**config.mk**
```make
export PLATFORM = sky130hd
export DESIGN_NAME = fb_sdram_arbiter
export DESIGN_NICKNAME = d
export VERILOG_FILES = /design/src/rtl/fb_sdram_arbiter.sv
export SDC_FILE = /design/constraint.sdc
export NUM_CORES = 1
export LEC_CHECK = 0
export BUFFER_PORTS_ARGS = -buffer_cell sky130_fd_sc_hd__buf_4
export CAP_MARGIN = 15
export CORE_MARGIN = 2
export CORE_UTILIZATION = 43
export DETAILED_ROUTE_END_ITERATION = 8
export PLACE_DENSITY_LB_ADDON = 0.25
export SLEW_MARGIN = 0
export SYNTH_ARGS = -nofsm -noshare
export SYNTH_HDL_FRONTEND = slang
export SYNTH_SLANG_ARGS = --single-unit
```
**constraint.sdc**
```tcl
create_clock -name clk -period 1.6 [get_ports clk]
set_input_delay 0.32 -clock clk [delete_from_list [all_inputs] [get_ports clk]]
set_output_delay 0.32 -clock clk [all_outputs]
set_load 0.005 [all_outputs]
```
**src/rtl/fb_sdram_arbiter.sv**
```systemverilog
// Two-requester arbiter for the SDRAM framebuffer port: LCD burst reads vs. image-writer single writes.
// Optional statistics counters are enabled with `define FB_ARB_STATS_EN.
module fb_sdram_arbiter #(
  parameter int unsigned ADDR_W    = 25,
  parameter int unsigned DATA_W    = 16,
  parameter int unsigned BURST_W   = 8,
  parameter int unsigned MAX_BURST = 128
) (
  input  logic               clk,
  input  logic               rst,
`ifdef FB_ARB_STATS_EN
  input  logic               stat_clr,
  output logic [31:0]        stat_rd_beats,
  output logic [31:0]        stat_wr_words,
  output logic [15:0]        stat_urgent,
`endif
  input  logic               d_req,
  input  logic               d_urgent,
  input  logic [ADDR_W-1:0]  d_addr,
  input  logic [BURST_W-1:0] d_len,
  output logic               d_gnt,
  output logic [DATA_W-1:0]  d_rdata,
  output logic               d_rvalid,
  input  logic               w_req,
  input  logic [ADDR_W-1:0]  w_addr,
  input  logic [DATA_W-1:0]  w_wdata,
  output logic               w_gnt,
  output logic [ADDR_W-1:0]  m_addr,
  output logic               m_read,
  output logic               m_write,
  output logic [DATA_W-1:0]  m_wdata,
  output logic [BURST_W-1:0] m_burstcount,
  input  logic               m_waitrequest,
  input  logic [DATA_W-1:0]  m_rdata,
  input  logic               m_rvalid,
  output logic               busy
);

  typedef enum logic [1:0] {IDLE, RD_CMD, RD_DATA, WR_CMD} state_t;

  state_t               state_q, state_d;
  logic                 last_w_q, last_w_d;
  logic [BURST_W-1:0]   beat_q, beat_d;
  logic [BURST_W-1:0]   len_q, len_d;
  logic [BURST_W-1:0]   len_eff;
  logic                 d_win, w_win;

  logic                 m_read_d, m_write_d;
  logic [ADDR_W-1:0]    m_addr_d;
  logic [DATA_W-1:0]    m_wdata_d;
  logic [BURST_W-1:0]   m_burstcount_d;
  logic [DATA_W-1:0]    d_rdata_d;
  logic                 d_rvalid_d;

  // Zero-length bursts become single reads; long ones are clamped.
  always_comb begin
    if (d_len == '0)
      len_eff = BURST_W'(1);
    else if (d_len > BURST_W'(MAX_BURST))
      len_eff = BURST_W'(MAX_BURST);
    else
      len_eff = d_len;
  end

  // Urgent display wins outright; a contested grant goes opposite to the last winner.
  assign d_win = d_req & (d_urgent | ~w_req | last_w_q);
  assign w_win = w_req & ~d_win;

  // Grants coincide with the slave accepting the command so requesters can retire in the same cycle.
  assign d_gnt = (state_q == RD_CMD) & ~m_waitrequest;
  assign w_gnt = (state_q == WR_CMD) & ~m_waitrequest;
  assign busy  = (state_q != IDLE);

  always_comb begin
    state_d        = state_q;
    last_w_d       = last_w_q;
    beat_d         = beat_q;
    len_d          = len_q;
    m_read_d       = m_read;
    m_write_d      = m_write;
    m_addr_d       = m_addr;
    m_wdata_d      = m_wdata;
    m_burstcount_d = m_burstcount;
    d_rdata_d      = d_rdata;
    d_rvalid_d     = 1'b0;
    case (state_q)
      IDLE: begin
        beat_d = '0;
        if (d_win) begin
          state_d        = RD_CMD;
          m_read_d       = 1'b1;
          m_addr_d       = d_addr;
          m_burstcount_d = len_eff;
          len_d          = len_eff;
        end else if (w_win) begin
          state_d        = WR_CMD;
          m_write_d      = 1'b1;
          m_addr_d       = w_addr;
          m_wdata_d      = w_wdata;
          m_burstcount_d = BURST_W'(1);
        end
      end
      RD_CMD: begin
        if (!m_waitrequest) begin
          state_d        = RD_DATA;
          last_w_d       = 1'b0;
          m_read_d       = 1'b0;
          m_addr_d       = '0;
          m_burstcount_d = '0;
        end
      end
      RD_DATA: begin
        if (m_rvalid) begin
          d_rdata_d  = m_rdata;
          d_rvalid_d = 1'b1;
          beat_d     = beat_q + BURST_W'(1);
          if (beat_q == len_q - BURST_W'(1))
            state_d = IDLE;
        end
      end
      WR_CMD: begin
        if (!m_waitrequest) begin
          state_d        = IDLE;
          last_w_d       = 1'b1;
          m_write_d      = 1'b0;
          m_addr_d       = '0;
          m_wdata_d      = '0;
          m_burstcount_d = '0;
        end
      end
      default: state_d = IDLE;
    endcase
  end

  always_ff @(posedge clk or negedge rst) begin
    if (!rst) begin
      state_q      <= IDLE;
      last_w_q     <= 1'b1;
      beat_q       <= '0;
      len_q        <= '0;
      m_read       <= 1'b0;
      m_write      <= 1'b0;
      m_addr       <= '0;
      m_wdata      <= '0;
      m_burstcount <= '0;
      d_rdata      <= '0;
      d_rvalid     <= 1'b0;
    end else begin
      state_q      <= state_d;
      last_w_q     <= last_w_d;
      beat_q       <= beat_d;
      len_q        <= len_d;
      m_read       <= m_read_d;
      m_write      <= m_write_d;
      m_addr       <= m_addr_d;
      m_wdata      <= m_wdata_d;
      m_burstcount <= m_burstcount_d;
      d_rdata      <= d_rdata_d;
      d_rvalid     <= d_rvalid_d;
    end
  end

`ifdef FB_ARB_STATS_EN
  // Saturating traffic counters; urgent counts grants decided by the urgent rule.
  always_ff @(posedge clk or negedge rst) begin
    if (!rst) begin
      stat_rd_beats <= '0;
      stat_wr_words <= '0;
      stat_urgent   <= '0;
    end else if (stat_clr) begin
      stat_rd_beats <= '0;
      stat_wr_words <= '0;
      stat_urgent   <= '0;
    end else begin
      if ((state_q == RD_DATA) && m_rvalid && (stat_rd_beats != '1))
        stat_rd_beats <= stat_rd_beats + 32'(1);
      if (w_gnt && (stat_wr_words != '1))
        stat_wr_words <= stat_wr_words + 32'(1);
      if ((state_q == IDLE) && d_req && d_urgent && (stat_urgent != '1))
        stat_urgent <= stat_urgent + 16'(1);
    end
  end
`endif

endmodule

```
Word-level counts from Yosys, hierarchy flattened
Cells that the tools add are included.
{ "totals": {"elab_cells": 86, "ramBits": 0, "latchBits": 0, "romBits": 0, "mem_count": 0, "input_bits": 97, "register_bits": 87, "out_inout_bits": 71} }
{ "classes": {"n_reduce_logical": 17, "mul": 0, "addsub": 2, "eq_ne": 13, "n_bitwise": 9, "magnitude_cmp": 1, "div": 0, "shift": 0, "n_mux": 33} }
{ "op_table": {"columns": ["cell", "n"], "rows": [
  ["25-bit two-way mux", 3],
  ["25-bit case mux with 2 select lines", 1],
  ["16-bit two-way mux", 3],
  ["8-bit two-way mux", 6],
  ["16-bit case mux with 2 select lines", 1],
  ["8-bit case mux with 2 select lines", 2],
  ["2-bit != test, second input constant", 8],
  ["2-bit two-way mux", 6],
  ["2-bit nonzero test", 6],
  ["3-bit AND reduction", 3],
  ["8-bit by 1-bit adder with 8-bit output, second input constant", 1],
  ["8-bit equality test", 1],
  ["8-bit greater-than comparator, second input constant", 1],
  ["8-bit zero test", 1],
  ["2-bit case mux with 4 select lines", 1],
  ["8-bit by 1-bit subtractor with 8-bit output, second input constant", 1],
  ["1-bit two-way mux", 7],
  ["1-bit case mux with 2 select lines", 3],
  ["2-bit AND reduction", 3],
  ["5-bit AND reduction", 1],
  ["1-bit bitwise AND", 4],
  ["2-bit equality test, second input constant", 2],
  ["4-bit AND reduction", 1],
  ["3-bit != test, second input constant", 1],
  ["5 further kinds", 8]
]} }

Longest topological paths before layout
Gate-level depths: netlist (run 1).
{ "logic_depth": {"ltp_word": 9, "mapped_depth": 7} }

Worst setup path after synthesis (run 1)
No wires, ideal clock.
{ "synth_timing": {"path_type": "register to register", "start": "reg len_q[0]", "end": "reg state_q[1]", "setup_time_ps": 126, "required_ps": 1474, "stages_incl_launch_ff": 7, "arrival_time_ps": 1628, "synth_period_minus_slack_ps": 1754, "slack_ps": -154, "path_cell_list": "dfrtp_1 > inv_1 > ha_1 > xnor2_1 > a2111oi_0 > nand4_1 > o311a_1"} }
{ "synth_between": {"elab_chain_cells": 4} }
{ "synth_lines": {"columns": ["item", "line_no", "text"], "rows": [
  ["start: declaration", "44", "logic [BURST_W-1:0] len_q, len_d;"],
  ["start signal: assignment", "152", "len_q <= len_d;"],
  ["8-bit by 1-bit subtractor with 8-bit output", "117", "if (beat_q == len_q - BURST_W'(1))"],
  ["8-bit equality test", "117", null],
  ["2-bit != test (no source line)", null, null],
  ["5-bit AND reduction (no source line)", null, null],
  ["end signal: assignment", "149", "state_q <= state_d;"],
  ["end: declaration", "41", "state_t state_q, state_d;"]
]} }
No other way between the ends.
A chain may end at the register's enable or synchronous reset.

Worst setup path after layout (run 1)
Ends and elaborated chain as after synthesis.

==> impl_metrics.py, run 1 <==
metrics = {
    "setup_path": {
        "crit_type": "reg -> reg",
        "critPathRequiredTime_ns": 1.85,
        "crit_family": "compound AO/OA/AOI/OAI gates",
        "critPathMaxStageDelay_ns": 0.42,
        "slowest_stage": "dfrtp_1",
        "crit_arrival_ns": 2.04,
        "cp_max_fo": 4,
        "worst-path-buf-inv": 1,
        "crit_chain": "inv_2 > ha_4 > xnor2_2 > a2111oi_2 > nand4_1 > o311a_1",
        "cp-start-kind": "register",
        "endpoint_kind": "register",
    },
    "routing": {
        "drtIter0Drc": 109,
        "wl_met3_um": 694,
        "viasPerCell": 4.99,
        "wl_per_cell_um": 14.8,
        "drc": 0,
        "dr.pass1.iters": 4,
        "top_layer_used": "met4",
        "wl_um": 10400,
        "vias": 3519,
        "wl_met2_um": 5100,
        "met1_length_um": 4450,
        "ant_nets": 0,
    },
    "run_status": {
        "violations": "negative setup slack",
        "status": "complete, but fails checks",
    },
    "finish": {
        "final_nets": 688,
        "final_cell_mix": "buf_4, nand2_1, dfrtp_1",
        "layout-drive-gt1-share_pct": 43.1,
        "mostFrequentLayoutCell": "buf_4",
        "diodes": 0,
        "stdcell_count": 705,
        "num-fill-cells": 756,
        "area_growth_syn_to_layout_pct": 48.6,
    },
    "grt": {
        "antenna_found_initial": 0,
        "grt_pass1_vias": 3403,
        "grtUsageTotal_pct": 20.6,
        "grt.overflow.total": 0,
        "grt_pass1_wl_um": 16400,
        "grt_max_degree": 43,
    },
    "sta": {
        "fin_crit_sh_pct": 112,
        "slew_headroom_pct": 71.9,
        "finalCriticalPeriod_ns": 1.79,
        "finalSetupViolCount": 2,
        "fin_ws_ns": -0.187,
        "rsz0062_at_grt": "yes",
        "skew_ns": 0.0109,
        "max_freq_ghz": 0.560,
        "drv_slew": 0,
        "setup_tns_ns": -0.196,
        "worst_pin_slew_ns": 0.421,
        "hold_viol": 0,
    },
    "power": {
        "ir_drop_v": 0.000791,
        "switching_share_pct": 36.8,
        "p_sw_uw": 3550,
        "leakagePower_uw": 0.00316,
        "power.internal_uw": 6090,
        "power_per_cell_area_nw_per_um2": 1630,
        "comb_power_share_pct": 46.5,
        "clkPwrFrac_pct": 15.8,
        "seqPwrFrac_pct": 37.7,
    },
    "synthesis": {
        "synth_edf_count": 0,
        "synth_cell_types": 43,
        "synth_top_cells_by_area": "dfrtp_1, nand2_1, mux2i_1",
        "synth_top_flop_cell": "dfrtp_1",
        "syn_avg_cell_area_um2": 10.1,
        "async_flop_share_pct": 100,
        "ys_warn_count": 0,
        "yosysSeqAreaShare_pct": 54.8,
        "synth_top_area_share_pct": 54.1,
        "syn_nets": 492,
        "netlist_area_um2": 3980,
        "netlist_instances": 393,
        "yosysTopAreaCell": "dfrtp_1",
        "ys_ff_latch": 87,
    },
    "place": {
        "hpwl_um": 7550,
        "io_buffers": 167,
        "placed_cells": 680,
        "gp_congestion": 0.850,
    },
    "clock_network": {
        "root_buffer": "clkbuf_8",
        "clk_pin_slew_worst_paths_ns": 0.11,
        "clk_latency_ns": 0.37,
        "cts_tree": "yes",
        "cts.sinks": 87,
        "htree_levels": 3,
        "cts_buffers": 9,
        "cts_buffer_depth": 2,
    },
    "worst_hold_path": {
        "hold_path.class": "in -> reg",
    },
    "floorplan": {
        "coreArea_um2": 9110,
        "die_w_um": 100,
        "dieHeight_um": 100,
        "dieArea_um2": 10000,
        "core.rowCount": 35,
        "ios": 168,
        "initial_core_util_pct": 43.6,
    },
    "run": {
        "cap_violations": 0,
    },
}
[power groups by stage]
stage | Sequential [µW] | Clock [µW] | Combinational [µW]
finish | 3630 | 1530 | 4480
global route | 3750 | 1680 | 4950
CTS | 3620 | 1570 | 4210
detailed placement | 3640 | 0 | 4080
global placement | 3600 | 0 | 3960
floorplan | 3640 | 0 | 1980
[synthesized netlist by cell type (2+ instances only)]
master,instances
buf_6,2
nor2_1,5
a31oi_1,2
xor2_1,2
a21oi_1,6
o21ai_1,22
buf_2,7
xnor2_1,7
nand3b_1,3
inv_1,5
mux2i_1,28
nor4_1,2
buf_12,3
inv_2,2
nand3_1,10
ha_1,2
nand3_2,9
nand2b_1,3
a22o_1,12
nand4_1,4
and3_1,4
buf_4,2
o21ai_0,10
nor3_1,3
or4_1,2
dfrtp_1,86
nand2_1,129
nor4_2,2
clkbuf_1,5
[what timing repair did]
action,4_1_cts,5_1_grt
endpoints found under the setup margin,16,34
hold endpoints to repair,29,0
gates resized for setup,13,18
gates cloned,0,1
hold buffers,1,0
setup buffers,4,4
pin swaps,2,7
[final timing paths]
path / startpoint / endpoint / slack (ns) / cells after the start
max reg2reg: len_q[0] / state_q[1] / -0.19 / 6
min: m_rdata[9] / d_rdata[9] / 0.13 / 3
min in group asynchronous: rst / m_wdata[1] / 0.44 / 2
max in group asynchronous: rst / state_q[0] / 0.59 / 3
min reg2reg: last_w_q / last_w_q / 0.48 / 2
max: len_q[0] / state_q[1] / -0.19 / 6
[layer usage]
metal	global-route usage [%]	vias to the layer above
li1	-	1720
met5	0	-
met1	26.9	1655
met4	6.74	0
met2	33.7	126
met3	5.15	18
[registers in the layout (all words and copies together) (netlist names)]
name and cells:
m_write 1, state_q 2, m_burstcount 8, d_rvalid 1, beat_q 8, len_q 8
d_rdata 16, m_addr 25, m_read 1, m_wdata 16, last_w_q 1
[through the flow]
step / hold slack [ns] / utilization, % / total power [µW] / setup slack [ns] / instance area, µm²
4_1_cts: 0.117 / 63.3 / 9390 / -0.180 / 5770
3_3_place_gp: 0.285 / 60.3 / 7560 / -0.158 / 5490
6_report: 0.130 / 64.9 / 9640 / -0.187 / 5910
2_1_floorplan: 0.0244 / - / 5630 / -0.107 / 3980
3_5_place_dp: 0.289 / 60.3 / 7720 / -0.212 / 5490
5_1_grt: 0.118 / 64.9 / 10400 / -0.272 / 5910
[final cells by class]
type | instances | area [µm²] | area share [%]
clock inverter | 7 | 71.3 | 1.21
tap | 111 | 139 | 2.35
clock buffer | 9 | 124 | 2.10
timing repair buffer | 204 | 1660 | 28.1
multi-input combinational | 279 | 1700 | 28.8
sequential | 87 | 2180 | 36.9
inverter | 8 | 37.5 | 0.635
[cells by family after synthesis]
family / Yosys count / synth area share [%]
compound gates: 58 / 9.44
mux: 28 / 7.05
fa+ha+maj: 2 / 0.629
buf+inv: 27 / 4.56
simple gates: 182 / 21.5
xor+xnor: 9 / 1.98
flops: 87 / 54.8
[worst register-to-register path: cells and delay by family, from the launching register on]
| family | cells | cell delay, ns |
|---|---|---|
| xor gates and xnor gates | 1 | 0.14 |
| AOI/OAI and AO/OA | 2 | 0.68 |
| adders and majority gates | 1 | 0.21 |
| DFF | 1 | 0.42 |
| buffers and inverters | 1 | 0.09 |
| and+or+nand+nor | 1 | 0.15 |
No activity file was read; power rests on OpenSTA's default activity.
==> run 2: changes to the inputs <==
--- a/config.mk
+++ b/config.mk
@@ -5,10 +5,11 @@
 export SDC_FILE = /design/constraint.sdc
 export NUM_CORES = 1
 export LEC_CHECK = 0
+export ABC_AREA = 1
 export BUFFER_PORTS_ARGS = -buffer_cell sky130_fd_sc_hd__buf_4
 export CAP_MARGIN = 15
 export CORE_MARGIN = 2
-export CORE_UTILIZATION = 43
+export CORE_UTILIZATION = 44
 export DETAILED_ROUTE_END_ITERATION = 8
 export PLACE_DENSITY_LB_ADDON = 0.25
 export SLEW_MARGIN = 0
==> constraint.sdc (replaced) <==
create_clock -name clk -period 1.6 [get_ports clk]
set_input_delay 0.32 -clock clk [delete_from_list [all_inputs] [get_ports clk]]
set_output_delay 0.32 -clock clk [all_outputs]
set_load 0.02 [all_outputs]
==> run 2 against run 1 <==
  * The run still ends with negative setup slack left
  * First-iteration DRC count increased by 30%
  * Utilization is 4.3 points higher
  * Sequential power barely moved
  * Power up 24%
  * Clock skew decreased by 0.0031 ns
  * Design area increased by 7.6%
  * Worst hold slack improved by 0.022 ns
  * Global-route usage grew 0.88 points
  * Critical path depth decreased by 1
  * Clock power rose by 7%
  * Flip-flop and latch count is the same
  * Worst setup slack better by 0.16 ns
  * Critical endpoint is now busy
==> impl_metrics.py, run 2 <==
metrics = {
    "setup_path": {
        "cp-start-kind": "register",
        "critPathRequiredTime_ns": 1.28,
        "cp_max_fo": 3,
        "slowest_stage": "dfrtp_2",
        "endpoint_kind": "output port",
        "critPathMostFrequentCell": "buf_6",
        "crit_chain": "buf_6 > nor2_4 > buf_6 > inv_2 > buf_6",
        "crit_type": "reg -> out",
        "crit_arrival_ns": 1.31,
        "crit_family": "flip-flops",
        "worst-path-buf-inv": 4,
        "critPathMaxStageDelay_ns": 0.44,
    },
    "synthesis": {
        "yosysSeqAreaShare_pct": 52.5,
        "synth_top_flop_cell": "dfrtp_1",
        "async_flop_share_pct": 100,
        "synth_common_cells": "nand2_1, dfrtp_1, nand3_1",
        "syn_avg_cell_area_um2": 8.16,
        "ys_ff_latch": 87,
        "netlist_instances": 509,
        "yosysTopAreaCell": "dfrtp_1",
        "netlist_area_um2": 4150,
        "synth_most_common_cell": "nand2_1",
        "synth_edf_count": 0,
        "synth_top_area_share_pct": 51.8,
        "synth_top_cells_by_area": "dfrtp_1, nand2_1, nand3_1",
        "synth_cell_types": 30,
        "syn_nets": 608,
        "ys_warn_count": 0,
    },
    "finish": {
        "layout-drive-gt1-share_pct": 39.2,
        "diodes": 0,
        "area_growth_syn_to_layout_pct": 53.1,
        "largest_register_ffs": 25,
        "final_nets": 800,
        "mostFrequentLayoutCell": "buf_4",
        "top_register": "m_addr",
        "final_cell_area_um2": 6360,
        "num-fill-cells": 726,
        "final_cell_mix": "buf_4, nand2_1, dfrtp_1",
        "top_regs": "m_addr x25, d_rdata x16, m_wdata x16",
        "finish.utilization_pct": 69.1,
    },
    "routing": {
        "drtIter0Drc": 142,
        "drc": 0,
        "viasPerCell": 5.02,
        "wl_per_cell_um": 14.6,
        "dr.pass1.iters": 4,
        "vias": 4104,
        "wl_um": 12000,
        "ant_nets": 0,
    },
    "run_status": {
        "violations": "negative setup slack",
        "status": "complete, but fails checks",
    },
    "power": {
        "power_per_cell_area_nw_per_um2": 1880,
        "ir_drop_v": 0.000974,
        "leakagePower_uw": 0.00353,
    },
    "sta": {
        "drv_slew": 0,
        "finalCriticalPeriod_ns": 1.63,
        "fin_ws_ns": -0.0265,
        "slew_headroom_pct": 81.6,
        "fin_crit_sh_pct": 102,
        "timing.hold.ws_ns": 0.153,
        "worst_pin_slew_ns": 0.276,
        "hold_viol": 0,
        "max_freq_ghz": 0.615,
        "skew_ns": 0.00774,
        "finalSetupViolCount": 7,
        "rsz0062_at_grt": "yes",
    },
    "clock_network": {
        "clk_latency_ns": 0.36,
        "htree_levels": 3,
        "cts_buffers": 9,
        "cts_tree": "yes",
        "cts_buffer_depth": 2,
        "clk_pin_slew_worst_paths_ns": 0.08,
        "root_buffer": "clkbuf_8",
        "cts.sinks": 87,
    },
    "floorplan": {
        "initial_core_util_pct": 45.2,
        "dieArea_um2": 10200,
        "coreArea_um2": 9200,
        "ios": 168,
        "dieHeight_um": 101,
        "die_w_um": 101,
        "core.rowCount": 35,
    },
    "place": {
        "hpwl_um": 8250,
        "io_buffers": 167,
        "post_dp_cell_area_um2": 5620,
        "gp_congestion": 0.851,
    },
    "grt": {
        "grt_pass1_vias": 3968,
        "grtUsageTotal_pct": 21.4,
        "grt_max_degree": 35,
        "grt_pass1_wl_um": 17500,
        "antenna_found_initial": 0,
        "grt.overflow.total": 0,
    },
    "worst_hold_path": {
        "hold_path.class": "in -> reg",
    },
    "run": {
        "cap_violations": 0,
    },
}
run 2: changes by cell type in the layout (fill, tap and decap cells not counted), sizes merged, moves of 4 or more:
| cell | before | now |
|---|---|---|
| a21oi | 6 | 25 |
| nor4 | 4 | 0 |
| o21ai | 33 | 37 |
| nand3 | 20 | 59 |
| clkbuf | 10 | 16 |
| inv | 13 | 57 |
| buf | 202 | 198 |
| and3 | 4 | 0 |
| mux2i | 28 | 1 |
| a22o | 12 | 0 |
| a21o | 0 | 24 |
| nor2 | 7 | 26 |
| nand2 | 130 | 154 |
| xnor2 | 7 | 2 |
run 2: worst paths after layout:
kind,start,end,slack [ns],cells past startpoint
min,m_rdata[5],d_rdata[5],0.15,3
min reg2reg,m_burstcount[5],m_burstcount[5],0.48,2
min in group asynchronous,rst,d_rdata[13],0.38,2
max in group asynchronous,rst,state_q[0],0.70,3
max reg2reg,last_w_q,m_addr[15],-0.02,11
max,state_q[0],busy,-0.03,5
run 2: through the flow:
step	TNS [ns]	setup slack (ns)	instances	power, µW
after global routing	-1.78	-0.0888	817	12800
after floorplan	0	0.0394	509	6860
after detailed placement	0	0.00841	783	9010
after CTS	-0.0186	-0.0184	805	10900
final	-0.0966	-0.0265	817	12000
after global placement	0	0.0423	783	8850
run 2: routing by layer:
layer	track usage, %	vias up	routed length [µm]
met5	0	-	0
met4	8.32	0	158
met3	4.90	13	715
met2	35.4	133	5960
met1	27.6	1949	5130
li1	-	2009	-
run 2: power breakdown:
group / total [µW] / leakage [µW] / switching, µW / internal, µW
Clock: 1630 / 0.000104 / 756 / 877
Sequential: 3620 / 0.00113 / 575 / 3050
Combinational: 6720 / 0.00230 / 3680 / 3040
Total: 12000 / 0.00353 / 5010 / 6960
run 2: timing repair:
item                                    in CTS  in global routing
endpoints found under the setup margin       5                 50
hold endpoints to repair                    15                  0
buffers inserted                             5                  5
gates resized for setup                     13                 69
cloned                                       0                  7
hold buffers                                 1                  0
pin swaps                                    2                 23
run 2: cell type report:
cell class	count	area (µm²)	area share (%)
Clock inverter	4	70.1	1.10
Timing Repair Buffer	203	1710	26.9
Sequential cell	87	2180	34.3
Multi-Input combinational cell	340	1890	29.7
Clock buffer	12	135	2.13
Tap cell	111	139	2.18
Inverter	59	229	3.60
Timing Repair inverter	1	5.00	0.0787
run 2: cell families (layout without fill, tap and decap cells):
family	Yosys count	after routing	share of synthesized area (%)
AND/OR/NAND/NOR	244	244	24.8
adder cells (fa/ha/maj)	2	2	0.602
AO/OA/AOI/OAI	90	90	12.7
XOR/XNOR	3	3	0.633
multiplexers	1	1	0.241
flip-flops	87	87	52.5
buffers and inverters	82	279	8.50
run 2: worst reg2reg max path, stage by stage (launching register included):
cell and delay [ns]:
dfstp_2 0.53, inv_2 0.04, nand3_2 0.07, nand2_4 0.09
nand3_4 0.09, nand2_2 0.05, inv_2 0.08, o21ai_4 0.08
buf_12 0.16, clkbuf_16 0.18, a21oi_4 0.12, a21o_1 0.10
==> run 3: changes to the inputs <==
--- a/config.mk
+++ b/config.mk
@@ -11,6 +11,7 @@
 export CORE_MARGIN = 2
 export CORE_UTILIZATION = 44
 export DETAILED_ROUTE_END_ITERATION = 8
+export MAX_ROUTING_LAYER = met4
 export PLACE_DENSITY_LB_ADDON = 0.25
 export SLEW_MARGIN = 0
 export SYNTH_ARGS = -nofsm -noshare
==> run 3 against run 2 <==
  * The run still ends with negative setup slack left
  * Worst setup slack got worse by 0.029 ns
  * Sequential share of layout area rose by 0.054 points
  * Worst hold slack improved by 0.0056 ns
  * Clock-buffer cell count did not move
  * Critical path depth rose by 6
  * Routed wire length fell by 0.14%
  * Largest cell class unchanged
  * Largest power group unchanged
==> impl_metrics.py, run 3 (synthesized netlist as in run 2, its figures left out) <==
metrics = {
    "sta": {
        "finalCriticalPeriod_ns": 1.66,
        "hold_viol": 0,
        "finalSetupViolCount": 9,
        "worst_pin_slew_ns": 0.286,
        "drv_slew": 0,
        "fin_crit_sh_pct": 103,
        "fin_ws_ns": -0.0559,
        "skew_ns": 0.00629,
        "max_freq_ghz": 0.604,
        "timing.hold.ws_ns": 0.158,
        "rsz0062_at_grt": "yes",
        "slew_headroom_pct": 80.9,
    },
    "clock_network": {
        "cts.sinks": 87,
        "cts_buffers": 9,
        "clk_pin_slew_worst_paths_ns": 0.08,
        "cts_tree": "yes",
        "htree_levels": 3,
        "cts_buffer_depth": 2,
        "clk_latency_ns": 0.35,
        "root_buffer": "clkbuf_8",
    },
    "routing": {
        "wl_per_cell_um": 14.6,
        "dr.pass1.iters": 4,
        "wl_um": 11900,
        "viasPerCell": 5.02,
        "ant_nets": 0,
        "drc": 0,
        "vias": 4104,
        "drtIter0Drc": 139,
    },
    "grt": {
        "grt_pass1_vias": 3974,
        "grt.overflow.total": 0,
        "grtUsageTotal_pct": 22.1,
        "grt_pass1_wl_um": 17500,
        "antenna_found_initial": 0,
        "grt_max_degree": 35,
    },
    "finish": {
        "finish.utilization_pct": 69.0,
        "largest_register_ffs": 25,
        "area_growth_syn_to_layout_pct": 52.9,
        "final_cell_mix": "buf_4, nand2_1, dfrtp_1",
        "top_regs": "m_addr x25, d_rdata x16, m_wdata x16",
        "top_register": "m_addr",
        "final_nets": 800,
        "mostFrequentLayoutCell": "buf_4",
        "layout-drive-gt1-share_pct": 39.2,
        "diodes": 0,
    },
    "worst_hold_path": {
        "min_to": "d_rdata[5]",
        "hold_path.class": "in -> reg",
        "hp-start": "m_rdata[5]",
        "whs_path_depth": 3,
    },
    "floorplan": {
        "die_w_um": 101,
        "ios": 168,
        "dieHeight_um": 101,
        "coreArea_um2": 9200,
        "core.rowCount": 35,
        "dieArea_um2": 10200,
        "initial_core_util_pct": 45.2,
    },
    "run_status": {
        "violations": "negative setup slack",
        "status": "complete, but fails checks",
    },
    "place": {
        "gp_congestion": 0.864,
        "io_buffers": 167,
        "hpwl_um": 8250,
    },
    "setup_path": {
        "crit_type": "reg -> reg",
        "crit_chain": "inv_2 > nand3_2 > nand2_4 > nand3_4 > nand2_2 > inv_2 > o21ai_4 > buf_12 > clkbuf_16 > a21oi_4 > a21o_1",
        "critPathMostFrequentCell": "inv_2",
        "timing.rr.start": "last_w_q",
        "rr_worst_depth": 11,
        "cp-start-kind": "register",
        "cp_max_fo": 8,
        "critPathRequiredTime_ns": 1.89,
        "slowest_stage": "dfstp_2",
        "crit_arrival_ns": 1.94,
        "rrSetupSlack_ns": -0.06,
        "critPathMaxStageDelay_ns": 0.53,
        "endpoint_kind": "register",
        "crit_family": "flip-flops",
        "worst-path-buf-inv": 4,
        "r2r_end": "m_addr[14]",
    },
    "power": {
        "power_per_cell_area_nw_per_um2": 1880,
        "leakagePower_uw": 0.00351,
        "ir_drop_v": 0.000976,
    },
    "run": {
        "cap_violations": 0,
    },
}
[run 3: through the flow]
step	area (µm²)	setup slack, ns	instances	setup TNS, ns	power, µW
global route	6350	-0.0966	817	-1.65	12800
finish	6350	-0.0559	817	-0.109	12000
global placement	5620	0.0423	783	0	8850
floorplan	4160	0.0394	509	0	6860
detailed placement	5620	0.00841	783	0	9010
CTS	5920	-0.0184	805	-0.0186	10900
[run 3: repair_timing]
item	in CTS	in global routing
cloned	0	7
setup endpoints to repair	5	50
resized for setup	13	67
endpoints found under the hold margin	15	0
setup buffers	5	5
pin swaps	2	22
hold buffers	1	0
[run 3: final cells by class]
type	count	area [µm²]
Fill cell	725	2850
Sequential cell	87	2180
Multi-Input combinational cell	340	1880
Timing Repair Buffer	203	1710
Inverter	59	229
Tap cell	111	139
Clock buffer	12	135
Clock inverter	4	70.1
Timing Repair inverter	1	5.00
[run 3: worst max-delay path by stage]
stage | startpoint | endpoint | cells past startpoint
after floorplan | state_q[0] | w_gnt | 6
after global placement | last_w_q | m_addr[19] | 10
after detailed placement | last_w_q | m_addr[14] | 10
after CTS | state_q[0] | busy | 5
after global routing | last_w_q | m_addr[14] | 11
final | last_w_q | m_addr[14] | 11
[run 3: worst reg2reg max path, cell delays in order, from the launching register on]
cell,delay [ns]
dfstp_2,0.53
inv_2,0.04
nand3_2,0.07
nand2_4,0.09
nand3_4,0.09
nand2_2,0.05
inv_2,0.08
o21ai_4,0.07
buf_12,0.16
clkbuf_16,0.17
a21oi_4,0.14
a21o_1,0.12
[run 3: power breakdown]
| part | total [µW] | switching, µW | internal (µW) |
|---|---|---|---|
| clock | 1630 | 748 | 878 |
| combinational | 6710 | 3680 | 3030 |
| sequential | 3620 | 569 | 3050 |
| total | 12000 | 5000 | 6960 |
[run 3: routing by layer]
| layer | GRT usage, % | routed length, µm |
|---|---|---|
| met5 | - | 0 |
| met4 | 8.32 | 202 |
| met3 | 3.80 | 596 |
| met2 | 35.3 | 5890 |
| met1 | 28.4 | 5260 |
